<file path="src/rtl/matmul_pkg.sv">
// Shared types and width helpers for the matrix-multiply engine.
package matmul_pkg;

  typedef enum logic [1:0] {
    LOAD_A  = 2'd0,
    LOAD_B  = 2'd1,
    COMPUTE = 2'd2,
    OUTPUT  = 2'd3
  } mm_state_t;

  // Ceiling log2; clog2_f(1) == 0.
  function automatic int clog2_f(input int v);
    int r;
    r = 0;
    while ((1 << r) < v) r = r + 1;
    return r;
  endfunction

  // Bits needed to hold an index in 0..v-1, never less than one.
  function automatic int idx_width(input int v);
    return (v <= 1) ? 1 : clog2_f(v);
  endfunction

  // Exact accumulator width for N products of two dw-bit operands.
  function automatic int acc_width(input int dw, input int n);
    return 2 * dw + clog2_f(n);
  endfunction

endpackage

</file>
<file path="src/rtl/matmul_mac.sv">
// Unsigned multiply-accumulate: one DW x DW product per enabled cycle.
module matmul_mac
  import matmul_pkg::*;
#(
  parameter int DW = 8,
  parameter int RW = 18
) (
  input  logic          clk_i,
  input  logic          clr_i,
  input  logic          en_i,
  input  logic [DW-1:0] a_i,
  input  logic [DW-1:0] b_i,
  output logic [RW-1:0] sum_o
);
  logic [2*DW-1:0] prod;
  logic [RW-1:0]   acc_q;
  logic [RW-1:0]   acc_d;

  assign prod  = {{DW{1'b0}}, a_i} * {{DW{1'b0}}, b_i};
  assign acc_d = (clr_i ? '0 : acc_q) + RW'(prod);

  // Accumulator: clear-and-load on the first term, then add each further term.
  always_ff @(posedge clk_i) begin
    if (en_i) acc_q <= acc_d;
  end

  assign sum_o = acc_q;
endmodule

</file>
<file path="src/rtl/matmul_engine.sv">
// Streaming C = A x B engine: load A and B row-major, compute, stream C out.
module matmul_engine
  import matmul_pkg::*;
#(
  parameter int DW  = 8,
  parameter int M   = 4,
  parameter int N   = 4,
  parameter int P   = 4,
  parameter int SAT = 0
) (
  input  logic          clk,
  input  logic          rst,
  input  logic          inValid,
  output logic          inReady,
  input  logic [DW-1:0] inData,
  output logic          outValid,
  input  logic          outReady,
  output logic [DW-1:0] outData,
  output logic          outOverflow,
  output logic          overflow,
  output logic          busy,
  output logic          done
);
  localparam int RW  = acc_width(DW, N);
  localparam int LDN = (M * N > N * P) ? M * N : N * P;
  localparam int LW  = idx_width(LDN);
  localparam int IW  = idx_width(M);
  localparam int JW  = idx_width(P);
  localparam int KW  = idx_width(N + 1);
  localparam int CW  = idx_width(M * P);
  localparam int AW  = idx_width(M * N);
  localparam int BW  = idx_width(N * P);

  logic [DW-1:0] a_mem [M*N];
  logic [DW-1:0] b_mem [N*P];
  logic [RW:0]   c_mem [M*P];   // MSB is the per-element overflow tag

  mm_state_t     state_q;
  logic [LW-1:0] ld_q;
  logic [IW-1:0] ci_q;
  logic [JW-1:0] cj_q;
  logic [KW-1:0] ck_q;
  logic [CW-1:0] ce_q;
  logic [CW-1:0] oi_q;
  logic          inReady_q, outValid_q, outOvf_q, ovf_q, busy_q, done_q;
  logic [DW-1:0] outData_q;

  logic          in_xfer, out_xfer, c_wr, mac_en, mac_clr, wr_tag;
  logic [KW-1:0] k_eff;
  logic [DW-1:0] a_op, b_op;
  logic [RW-1:0] sum;
  logic [RW:0]   wr_val, c_first, c_next;
  logic [CW-1:0] oi_next;

  // Truncate, or clamp tagged elements when saturation is enabled.
  function automatic logic [DW-1:0] fmt_out(input logic [RW:0] c);
    if (SAT != 0 && c[RW]) return '1;
    return c[DW-1:0];
  endfunction

  assign in_xfer  = inValid && inReady_q;
  assign out_xfer = outValid_q && outReady;
  assign c_wr     = (state_q == COMPUTE) && (ck_q == KW'(N));
  assign mac_en   = (state_q == COMPUTE) && (ck_q != KW'(N));
  assign mac_clr  = (ck_q == '0);
  // The write cycle (k == N) has no operand; park the index at 0.
  assign k_eff    = (ck_q == KW'(N)) ? '0 : ck_q;
  assign a_op     = a_mem[AW'(int'(ci_q) * N + int'(k_eff))];
  assign b_op     = b_mem[BW'(int'(k_eff) * P + int'(cj_q))];
  assign wr_tag   = |sum[RW-1:DW];
  assign wr_val   = {wr_tag, sum};
  // A 1x1 result is written on the same edge it is first presented.
  assign c_first  = (M * P == 1) ? wr_val : c_mem[0];
  assign oi_next  = (oi_q == CW'(M * P - 1)) ? '0 : oi_q + CW'(1);
  assign c_next   = c_mem[oi_next];

  matmul_mac #(.DW(DW), .RW(RW)) u_mac (
    .clk_i (clk),
    .clr_i (mac_clr),
    .en_i  (mac_en),
    .a_i   (a_op),
    .b_i   (b_op),
    .sum_o (sum)
  );

  // Matrix storage: capture streamed operands and finished results.
  always_ff @(posedge clk) begin
    if (in_xfer && state_q == LOAD_A) a_mem[AW'(ld_q)] <= inData;
    if (in_xfer && state_q == LOAD_B) b_mem[BW'(ld_q)] <= inData;
    if (c_wr) c_mem[ce_q] <= wr_val;
  end

  // Controller: load A, load B, compute each C element, stream C out.
  always_ff @(posedge clk) begin
    if (rst) begin
      state_q     <= LOAD_A;
      ld_q        <= '0;
      ci_q        <= '0;
      cj_q        <= '0;
      ck_q        <= '0;
      ce_q        <= '0;
      oi_q        <= '0;
      inReady_q   <= 1'b0;
      outValid_q  <= 1'b0;
      outData_q   <= '0;
      outOvf_q    <= 1'b0;
      ovf_q       <= 1'b0;
      busy_q      <= 1'b0;
      done_q      <= 1'b0;
    end else begin
      done_q <= 1'b0;
      case (state_q)
        LOAD_A: begin
          inReady_q <= 1'b1;
          if (in_xfer) begin
            if (ld_q == '0) ovf_q <= 1'b0;
            if (ld_q == LW'(M * N - 1)) begin
              ld_q    <= '0;
              state_q <= LOAD_B;
            end else begin
              ld_q <= ld_q + LW'(1);
            end
          end
        end
        LOAD_B: begin
          if (in_xfer) begin
            if (ld_q == LW'(N * P - 1)) begin
              ld_q      <= '0;
              inReady_q <= 1'b0;
              busy_q    <= 1'b1;
              state_q   <= COMPUTE;
            end else begin
              ld_q <= ld_q + LW'(1);
            end
          end
        end
        COMPUTE: begin
          if (ck_q == KW'(N)) begin
            ck_q <= '0;
            if (wr_tag) ovf_q <= 1'b1;
            if (ce_q == CW'(M * P - 1)) begin
              ce_q       <= '0;
              ci_q       <= '0;
              cj_q       <= '0;
              oi_q       <= '0;
              outValid_q <= 1'b1;
              outData_q  <= fmt_out(c_first);
              outOvf_q   <= c_first[RW];
              state_q    <= OUTPUT;
            end else begin
              ce_q <= ce_q + CW'(1);
              if (cj_q == JW'(P - 1)) begin
                cj_q <= '0;
                ci_q <= ci_q + IW'(1);
              end else begin
                cj_q <= cj_q + JW'(1);
              end
            end
          end else begin
            ck_q <= ck_q + KW'(1);
          end
        end
        OUTPUT: begin
          if (out_xfer) begin
            if (oi_q == CW'(M * P - 1)) begin
              oi_q       <= '0;
              outValid_q <= 1'b0;
              busy_q     <= 1'b0;
              done_q     <= 1'b1;
              inReady_q  <= 1'b1;
              state_q    <= LOAD_A;
            end else begin
              oi_q      <= oi_next;
              outData_q <= fmt_out(c_next);
              outOvf_q  <= c_next[RW];
            end
          end
        end
        default: state_q <= LOAD_A;
      endcase
    end
  end

  assign inReady     = inReady_q;
  assign outValid    = outValid_q;
  assign outData     = outData_q;
  assign outOverflow = outOvf_q;
  assign overflow    = ovf_q;
  assign busy        = busy_q;
  assign done        = done_q;
endmodule

</file>
<file path="config.mk">
export PLATFORM = sky130hd
export DESIGN_NAME = matmul_engine
export DESIGN_NICKNAME = d
export VERILOG_FILES = /design/src/rtl/matmul_pkg.sv /design/src/rtl/matmul_mac.sv /design/src/rtl/matmul_engine.sv
export SDC_FILE = /design/constraint.sdc
export NUM_CORES = 1
export LEC_CHECK = 0
export ABC_AREA = 1
export BUFFER_PORTS_ARGS = -buffer_cell sky130_fd_sc_hd__buf_2
export CAP_MARGIN = 20
export CORE_AREA = 2 2 228 230
export DETAILED_ROUTE_END_ITERATION = 12
export DIE_AREA = 0 0 230 232
export GPL_TIMING_DRIVEN = 1
export PLACE_DENSITY_LB_ADDON = 0.1
export SYNTH_ARGS = -nofsm -noshare
export SYNTH_HDL_FRONTEND = slang
export SYNTH_SLANG_ARGS = --single-unit
</file>
<file path="constraint.sdc">
create_clock -name clk -period 6.6 [get_ports clk]
set_clock_uncertainty 0.15 [all_clocks]
set_input_delay 1.65 -clock clk [delete_from_list [all_inputs] [get_ports clk]]
set_output_delay 1.65 -clock clk [all_outputs]
set_load 0.1 [all_outputs]
</file>
==> reports/summary.txt, run 1 <==
H-Tree Depth: 2
Max VDD drop: 207.8 uV
final hold slack: 0.3461 ns
DRT Wirelength: 53,170 um
Ports: 26
min Tclk post-route: 6.162 ns
first-pass GRT wire length: 81,360 um
WP data required: 6.77 ns
CTS max path bufs: 3
root buffer cell: clkbuf_16
setup bufs post-CTS: 0
number of global-route vias before repair: 13,678
Worst Tran Pin Value: 1.030 ns
routed wire length per instance: 19.59 um
combinational share of power: 0.050
die area: 0.05336 mm^2
placed cell count: 2,623
part of the power in registers: 0.518
Seq cells post-synth: 453
net load switching power: 1.295 mW
Lkg Pwr: 9.301 nW
final net count: 2,116
Critical Path End Type: flop
Mapped Area: 0.02160 mm^2
dpl hpwl: 34,240 um
R2R setup slack: 0.44 ns
ys flop type: edfxtp_1
area growth from synthesis to layout: 10.95%
Final Cycle Share: 0.9337
hold bufs inserted after CTS: 0
CP Max Fanout: 9
startpoint types: flop
fillers: 4,778
RSZ-0062 raised after global routing: no
RR Startpoint: ck_q[1]
Core Box Area: 0.05089 mm^2
area post-placement: 0.02237 mm^2
Distinct cells, synth: 44
Seq/Total Area, Yosys: 0.6136
max_slew headroom: 0.3110
clock-pin slew on the worst setup and hold paths: 0.06 ns
internal power: 4.771 mW
CTS Buf Count: 48
Tot Pwr: 6.066 mW
Post-DRT Antenna Nets: 0
Crit Reg-Reg Endpoint: u_mac.sum_o[13]
fraction of registers with async set/reset: 0
total gr overflow: 0
Hold/Removal Path Class: reg -> reg
Final Hold Fails: 0
GP Congestion: 0.8547
Initial Util: 0.4244
cell count after synthesis: 1,982
largest net degree at the start of global routing: 107
status: complete, no violations
CTS tree: yes
DIE WIDTH: 230 um
DRT iter0 DRCs: 1,006
crit path kind: reg -> reg
WHS Endpoint: oi_q[1]
max-slew violation count: 0
port buffer count: 25
highest clock rate: 0.1623 GHz
Hold Crit Start: oi_q[1]
synth warn: 0
Synth Net Count: 2,101
initial antenna violation count: 0
Finished Layout Cells: 2,715
fin area: 0.02396 mm^2
layout cells sized above 1: 0.07424
detailed-route DRC error count: 0
clk_lat worst skew: 0.58 ns
Pwr Density: 253.2 mW/mm^2
DIE HEIGHT: 232 um
via/cell ratio: 5.172
routed vias: 14,041
EDFF count, synth: 418
syn_area_per_cell: 10.90 um^2
Setup violations, final: 0
Switching Fraction: 0.2135
Row Count: 83
reg2reg path depth: 25
Hold Crit Depth: 2
clock power share: 0.433
Final TNS setup: 0 ns
crit path DAT: 6.33 ns
Max-Cap Viols: 0
Total GRT Usage: 0.1997
Detailed Routing Iterations Pass 1: 5
clk sinks: 453
post-cts gate resize count: 0
synth_stat cells, types with 3 or more instances:
cell / number / area share
inv_2: 10 / 0.0017
buf_4: 4 / 0.0014
mux2i_1: 31 / 0.014
nor2_1: 109 / 0.019
ha_1: 57 / 0.033
xor2_1: 12 / 0.0049
a21oi_1: 89 / 0.021
clkbuf_1: 29 / 0.0050
inv_1: 268 / 0.047
nor3_1: 9 / 0.0021
buf_6: 4 / 0.0021
nand4_1: 8 / 0.0023
nand3b_1: 14 / 0.0049
o21bai_1: 3 / 0.0010
edfxtp_1: 418 / 0.58
buf_2: 39 / 0.0090
dfxtp_1: 35 / 0.032
fa_1: 50 / 0.046
nand3_1: 281 / 0.065
o211ai_1: 23 / 0.0080
nor4_1: 4 / 0.0012
nand2_2: 10 / 0.0029
nand2_4: 3 / 0.0016
o21ai_0: 77 / 0.018
nand2_1: 357 / 0.062
buf_1: 11 / 0.0019
xnor2_1: 6 / 0.0024
clkinv_1: 3 / 0.00052
state kept, by name, summed over array words and instances, names as in the netlist, 2 cells and up:
register,flops
a_mem,128
u_mac.sum_o,18
state_q,2
outData,8
ce_q,4
ld_q,4
c_mem,144
oi_q,4
cj_q,2
ci_q,2
ck_q,3
b_mem,128
layout make-up:
cell class / count / area, um^2 / area share
inverters: 282 / 1061 / 0.04428
flip-flops and latches: 453 / 13260 / 0.5532
diodes: 1 / 2.502 / 0.0001044
multi-input cells: 1160 / 6868 / 0.2866
clock buffers: 77 / 1443 / 0.06021
repair buffers: 52 / 394.1 / 0.01645
clock inverters: 10 / 86.33 / 0.003603
well taps: 680 / 850.8 / 0.03551
layout by cell type, fill, tap and decap left out, types with 26 or more instances in the layout:
cell / count
a21oi_1: 89
buf_2: 26
clkbuf_16: 50
dfxtp_1: 34
edfxtp_1: 418
fa_1: 50
ha_1: 57
inv_1: 268
mux2i_1: 31
nand2_1: 357
nand3_1: 281
nor2_1: 109
o21ai_0: 77
metal layers:
| layer | global-route usage | wire length [um] | vias to the layer above |
|---|---|---|---|
| met5 | 0 | 0 | - |
| met4 | 0.05867 | 1319 | 0 |
| met3 | 0.02775 | 2360 | 79 |
| met2 | 0.3179 | 24730 | 289 |
| met1 | 0.2858 | 24770 | 6923 |
| li1 | - | - | 6750 |
critical path, cell delays in order (launching register included):
cell and delay (ns):
dfxtp_1 0.32, inv_1 0.11, ha_1 0.22, nor2_1 0.07, ha_1 0.18, xnor2_1 0.63
inv_1 0.33, nand3_1 0.18, nand2_2 0.12, inv_2 0.09, nand2_1 0.07, fa_1 0.52
inv_1 0.05, fa_1 0.49, inv_1 0.05, fa_1 0.49, fa_1 0.49, inv_1 0.04
ha_1 0.32, a21oi_1 0.15, nand2_1 0.12, a21boi_0 0.27, o21ai_0 0.17, nand2_1 0.09
nand2_1 0.06, xor2_1 0.13
per-stage QoR:
| stage | utilization | setup WS [ns] |
|---|---|---|
| after global placement | 0.4395 | 0.5489 |
| final | 0.4709 | 0.4376 |
| after floorplan | - | 0.5217 |
| after CTS | 0.4696 | 0.4239 |
| after detailed placement | 0.4396 | 0.4523 |
| after global routing | 0.4708 | 0.004079 |
power groups by stage:
| stage | registers [mW] | logic [mW] | clock network (mW) |
|---|---|---|---|
| 2_1_floorplan | 3.20 | 0.208 | 0 |
| 3_3_place_gp | 3.20 | 0.305 | 0 |
| 3_5_place_dp | 3.20 | 0.307 | 0 |
| 4_1_cts | 3.14 | 0.307 | 2.68 |
| 5_1_grt | 3.14 | 0.350 | 2.78 |
| 6_report | 3.14 | 0.301 | 2.63 |
kinds of logic after synthesis:
group / Yosys count / synth area share
xor+xnor: 18 / 0.007300
flops: 453 / 0.6136
buf+inv: 369 / 0.06859
mux: 32 / 0.01489
simple gates: 801 / 0.1651
compound gates: 202 / 0.05110
fa+ha+maj: 107 / 0.07937
worst max path at each step:
stage | start | to | cells after the start
final | ck_q[1] | u_mac.sum_o[13] | 25
after global routing | ck_q[1] | u_mac.sum_o[13] | 25
after CTS | ck_q[1] | u_mac.sum_o[13] | 25
after detailed placement | ck_q[1] | u_mac.sum_o[13] | 25
after global placement | ck_q[1] | u_mac.sum_o[13] | 25
after floorplan | ck_q[0] | u_mac.sum_o[13] | 29
Power figures use the tool's default switching activity.
==> inputs of run 2 (changes only) <==
==> constraint.sdc (replaced) <==
create_clock -name clk -period 6.7 [get_ports clk]
set_clock_uncertainty 0.15 [all_clocks]
set_input_delay 1.675 -clock clk [delete_from_list [all_inputs] [get_ports clk]]
set_output_delay 1.675 -clock clk [all_outputs]
set_load 0.1 [all_outputs]
==> reports/summary.txt, run 2 (synthesis gave the netlist of run 1 again) <==
DRT Wirelength: 53,830 um
max-slew violation count: 0
port buffer count: 25
H-Tree Depth: 2
met3 Resource Use GR: 0.02898
R2R setup slack: 0.54 ns
dpl ws: 0.5421 ns
clk_lat worst skew: 0.59 ns
dpl hpwl: 35,150 um
FF/Latch Area: 0.01326 mm^2
Final TNS setup: 0 ns
DIE HEIGHT: 232 um
hold bufs inserted after CTS: 0
initial antenna violation count: 0
net load switching power: 1.304 mW
Critical Path End Type: flop
clock power share: 0.444
Multi-input gate area: 0.006868 mm^2
CTS max path bufs: 3
Pwr Density: 254.1 mW/mm^2
startpoint types: flop
post-cts gate resize count: 0
min setup slack post-route: 0.5395 ns
crit path kind: reg -> reg
Largest Register: c_mem
GP Congestion: 0.8959
highest clock rate: 0.1623 GHz
DRT iter0 DRCs: 1,100
final net count: 2,117
Ports: 26
commonest non-fill, non-tap cell in the layout: edfxtp_1
number of global-route vias before repair: 13,758
clock-pin slew on the worst setup and hold paths: 0.06 ns
setup bufs post-CTS: 0
via/cell ratio: 5.151
Post-DRT Antenna Nets: 0
layout cells sized above 1: 0.07560
Worst Tran Pin Value: 1.099 ns
total gr overflow: 0
Final Hold Fails: 0
CTS Buf Count: 49
largest registers: c_mem: 144 flops, a_mem: 128 flops, b_mem: 128 flops
max reg flops: 144
Total GRT Usage: 0.2033
Max VDD drop: 217.7 uV
CTS tree: yes
clk sinks: 453
part of the power in registers: 0.507
Initial Util: 0.4244
fillers: 4,791
Setup violations, final: 0
met2 capacity usage during global routing: 0.3349
routed vias: 14,000
Final Cycle Share: 0.9195
Row Count: 83
largest net degree at the start of global routing: 82
area growth from synthesis to layout: 11.15%
Lkg Pwr: 9.326 nW
status: complete, no violations
first-pass GRT wire length: 82,610 um
Core Box Area: 0.05089 mm^2
met1 Use GR: 0.2817
internal power: 4.796 mW
min Tclk post-route: 6.160 ns
max_slew headroom: 0.2643
Max-Cap Viols: 0
DIE WIDTH: 230 um
detailed-route DRC error count: 0
Hold/Removal Path Class: reg -> reg
WP data required: 6.88 ns
die area: 0.05336 mm^2
Switching Fraction: 0.2138
grt peak-use layer: met2
RSZ-0062 raised after global routing: no
crit path DAT: 6.34 ns
most frequent cells in the layout: edfxtp_1, nand2_1, nand3_1, inv_1, nor2_1
combinational share of power: 0.049
CP Max Fanout: 9
root buffer cell: clkbuf_16
Detailed Routing Iterations Pass 1: 5
routed wire length per instance: 19.80 um
run 2: changes by cell type in the layout (fill, tap and decap cells not counted), sizes merged:
cell / delta
bufinv: +3
inv: -1
clkinv: +2
clkinvlp: +1
clkbuf: -2
run 2: path summary, 6_finish.rpt:
kind	from	end	depth (start not counted)
worst max-delay path	ck_q[1]	u_mac.sum_o[13]	25
worst min-delay path	oi_q[1]	oi_q[1]	2
worst max register to register	ck_q[1]	u_mac.sum_o[13]	25
worst min register to register	oi_q[1]	oi_q[1]	2
run 2: final cells by class:
cell class                 instances  area share
sequential                       453      0.5523
multi-input combinational       1160      0.2861
clock buffer                      75     0.05895
inverter                         282     0.04420
tap                              680     0.03544
timing repair buffer              52     0.01522
clock inverter                    15    0.007714
antenna                            1   0.0001042
run 2: critical path: stages, from the launching register on:
cell	delay [ns]
dfxtp_1	0.33
inv_1	0.11
ha_1	0.21
nor2_1	0.07
ha_1	0.18
xnor2_1	0.61
inv_1	0.32
nand3_1	0.18
nand2_2	0.13
inv_2	0.09
nand2_1	0.07
fa_1	0.51
inv_1	0.05
fa_1	0.49
inv_1	0.05
fa_1	0.49
fa_1	0.49
inv_1	0.04
ha_1	0.32
a21oi_1	0.14
nand2_1	0.12
a21boi_0	0.28
o21ai_0	0.18
nand2_1	0.08
nand2_1	0.06
xor2_1	0.13
run 2: per-stage QoR:
step	utilization	area (um^2)	total power, mW	cells	hold slack, ns
6_report	0.4717	24000	6.101	2718	0.3536
5_1_grt	0.4717	24000	6.303	2717	0.3912
4_1_cts	0.4717	24000	6.158	2717	0.3460
3_5_place_dp	0.4402	22400	3.457	2627	0.3365
3_3_place_gp	0.4402	22400	3.454	2627	0.3388
2_1_floorplan	-	21600	3.361	1982	0.3127
run 2: power by group through the flow:
stage / registers (mW) / clock network (mW) / logic (mW)
after floorplan: 3.16 / 0 / 0.204
after global routing: 3.09 / 2.86 / 0.347
after global placement: 3.15 / 0 / 0.302
after detailed placement: 3.15 / 0 / 0.304
final: 3.09 / 2.71 / 0.299
after CTS: 3.09 / 2.76 / 0.305
run 2: routing by layer:
metal | vias to the layer above | routed length [um]
li1 | 6756 | -
met1 | 6875 | 24740
met2 | 292 | 25660
met3 | 77 | 2159
met4 | 0 | 1261
met5 | - | 0
==> inputs of run 3 (changes only) <==
==> constraint.sdc (replaced) <==
create_clock -name clk -period 7.4 [get_ports clk]
set_clock_uncertainty 0.15 [all_clocks]
set_input_delay 1.85 -clock clk [delete_from_list [all_inputs] [get_ports clk]]
set_output_delay 1.85 -clock clk [all_outputs]
set_load 0.1 [all_outputs]
==> reports/summary.txt, run 3 (synthesis gave the netlist of run 1 again) <==
DIE WIDTH: 230 um
via/cell ratio: 5.187
DIE HEIGHT: 232 um
min Tclk post-route: 6.374 ns
Core Box Area: 0.05089 mm^2
die area: 0.05336 mm^2
most frequent cells in the layout: edfxtp_1, nand2_1, nand3_1, inv_1, nor2_1
port buffer count: 25
Critical Path End Type: flop
status: complete, no violations
Largest Register: c_mem
area growth from synthesis to layout: 11.02%
Final Hold Fails: 0
Worst Tran Pin Value: 1.045 ns
Finished Layout Cells: 2,717
root buffer cell: clkbuf_16
Core Util, Final: 0.4712
GP Congestion: 0.8575
CTS Buf Count: 50
dpl hpwl: 34,680 um
RSZ-0062 raised after global routing: no
Max-Cap Viols: 0
crit path DAT: 6.56 ns
CTS max path bufs: 3
Final Cycle Share: 0.8614
detailed-route DRC error count: 0
Initial Util: 0.4244
CP Max Fanout: 9
commonest non-fill, non-tap cell in the layout: edfxtp_1
max_slew headroom: 0.3008
number of global-route vias before repair: 14,045
area post-placement: 0.02234 mm^2
fin area: 0.02398 mm^2
Pwr Density: 228.6 mW/mm^2
Post-DRT Antenna Nets: 0
setup bufs post-CTS: 0
WP data required: 7.59 ns
final net count: 2,116
Final TNS setup: 0 ns
max reg flops: 144
Lkg Pwr: 9.306 nW
hold bufs inserted after CTS: 0
clk sinks: 453
placed cell count: 2,621
Total GRT Usage: 0.2031
clock-pin slew on the worst setup and hold paths: 0.06 ns
clk_lat worst skew: 0.59 ns
largest registers: c_mem: 144 flops, a_mem: 128 flops, b_mem: 128 flops
Ports: 26
routed vias: 14,093
DRT Wirelength: 53,460 um
layout cells sized above 1: 0.07609
Row Count: 83
H-Tree Depth: 2
Detailed Routing Iterations Pass 1: 7
DRT iter0 DRCs: 1,051
crit path kind: reg -> reg
first-pass GRT wire length: 82,840 um
highest clock rate: 0.1569 GHz
Tot Pwr: 5.480 mW
largest net degree at the start of global routing: 107
ANT cells: 0
total gr overflow: 0
initial antenna violation count: 0
post-cts gate resize count: 0
CTS tree: yes
routed wire length per instance: 19.68 um
Setup violations, final: 0
Hold/Removal Path Class: reg -> reg
Max VDD drop: 168.5 uV
startpoint types: flop
max-slew violation count: 0
## run 3: cell types whose count changed in the layout (fill, tap and decap cells not counted), sizes merged
cell / before / now
buf: 52 / 49
diode: 1 / 0
clkinv: 13 / 16
bufinv: 4 / 1
clkbuf: 75 / 74
inv: 279 / 283
## run 3: critical path: stages (launching register included)
cell and delay (ns):
dfxtp_1 0.31, inv_1 0.11, ha_1 0.22, nor2_1 0.07, ha_1 0.18, xnor2_1 0.74, inv_1 0.38, nand3_1 0.20
nand2_2 0.13, inv_2 0.10, nand2_1 0.07, fa_1 0.51, inv_1 0.05, fa_1 0.50, inv_1 0.06, fa_1 0.48
fa_1 0.49, inv_1 0.04, ha_1 0.32, a21oi_1 0.15, nand2_1 0.12, a21boi_0 0.28, o21ai_0 0.18, nand2_1 0.09
nand2_1 0.06, xor2_1 0.14
## run 3: area by class of cell
type                       count  area, um^2
clock inverter                19       141.4
clock buffer                  73        1449
inverter                     282        1061
tap                          680       850.8
fill                        4764       26910
timing repair buffer          50       345.3
multi-input combinational   1160        6873
sequential                   453       13260
## run 3: path summary, 6_finish.rpt
kind | from | end | slack (ns) | cells after the start
worst max register to register | ck_q[1] | u_mac.sum_o[13] | 1.03 | 25
worst min-delay path | oi_q[1] | oi_q[1] | 0.35 | 2
worst max-delay path | ck_q[1] | u_mac.sum_o[13] | 1.03 | 25
worst min register to register | oi_q[1] | oi_q[1] | 0.35 | 2
## run 3: metal layers
metal / vias to the layer above / track usage / wire length [um]
met5: - / 0 / 0
met4: 0 / 0.06250 / 1422
met3: 85 / 0.03328 / 2488
met2: 326 / 0.3273 / 25100
met1: 6938 / 0.2827 / 24450
li1: 6744 / - / -
## run 3: power breakdown
part	switching, mW	internal [mW]
clock	1.01	1.39
combinational	0.180	0.0928
sequential	0.00369	2.80
## run 3: per-stage QoR
step,setup slack (ns),hold slack (ns)
global route,0.5908,0.3815
detailed placement,0.9886,0.3362
CTS,0.9939,0.3445
finish,1.026,0.3451
floorplan,1.322,0.3127
global placement,1.018,0.3325
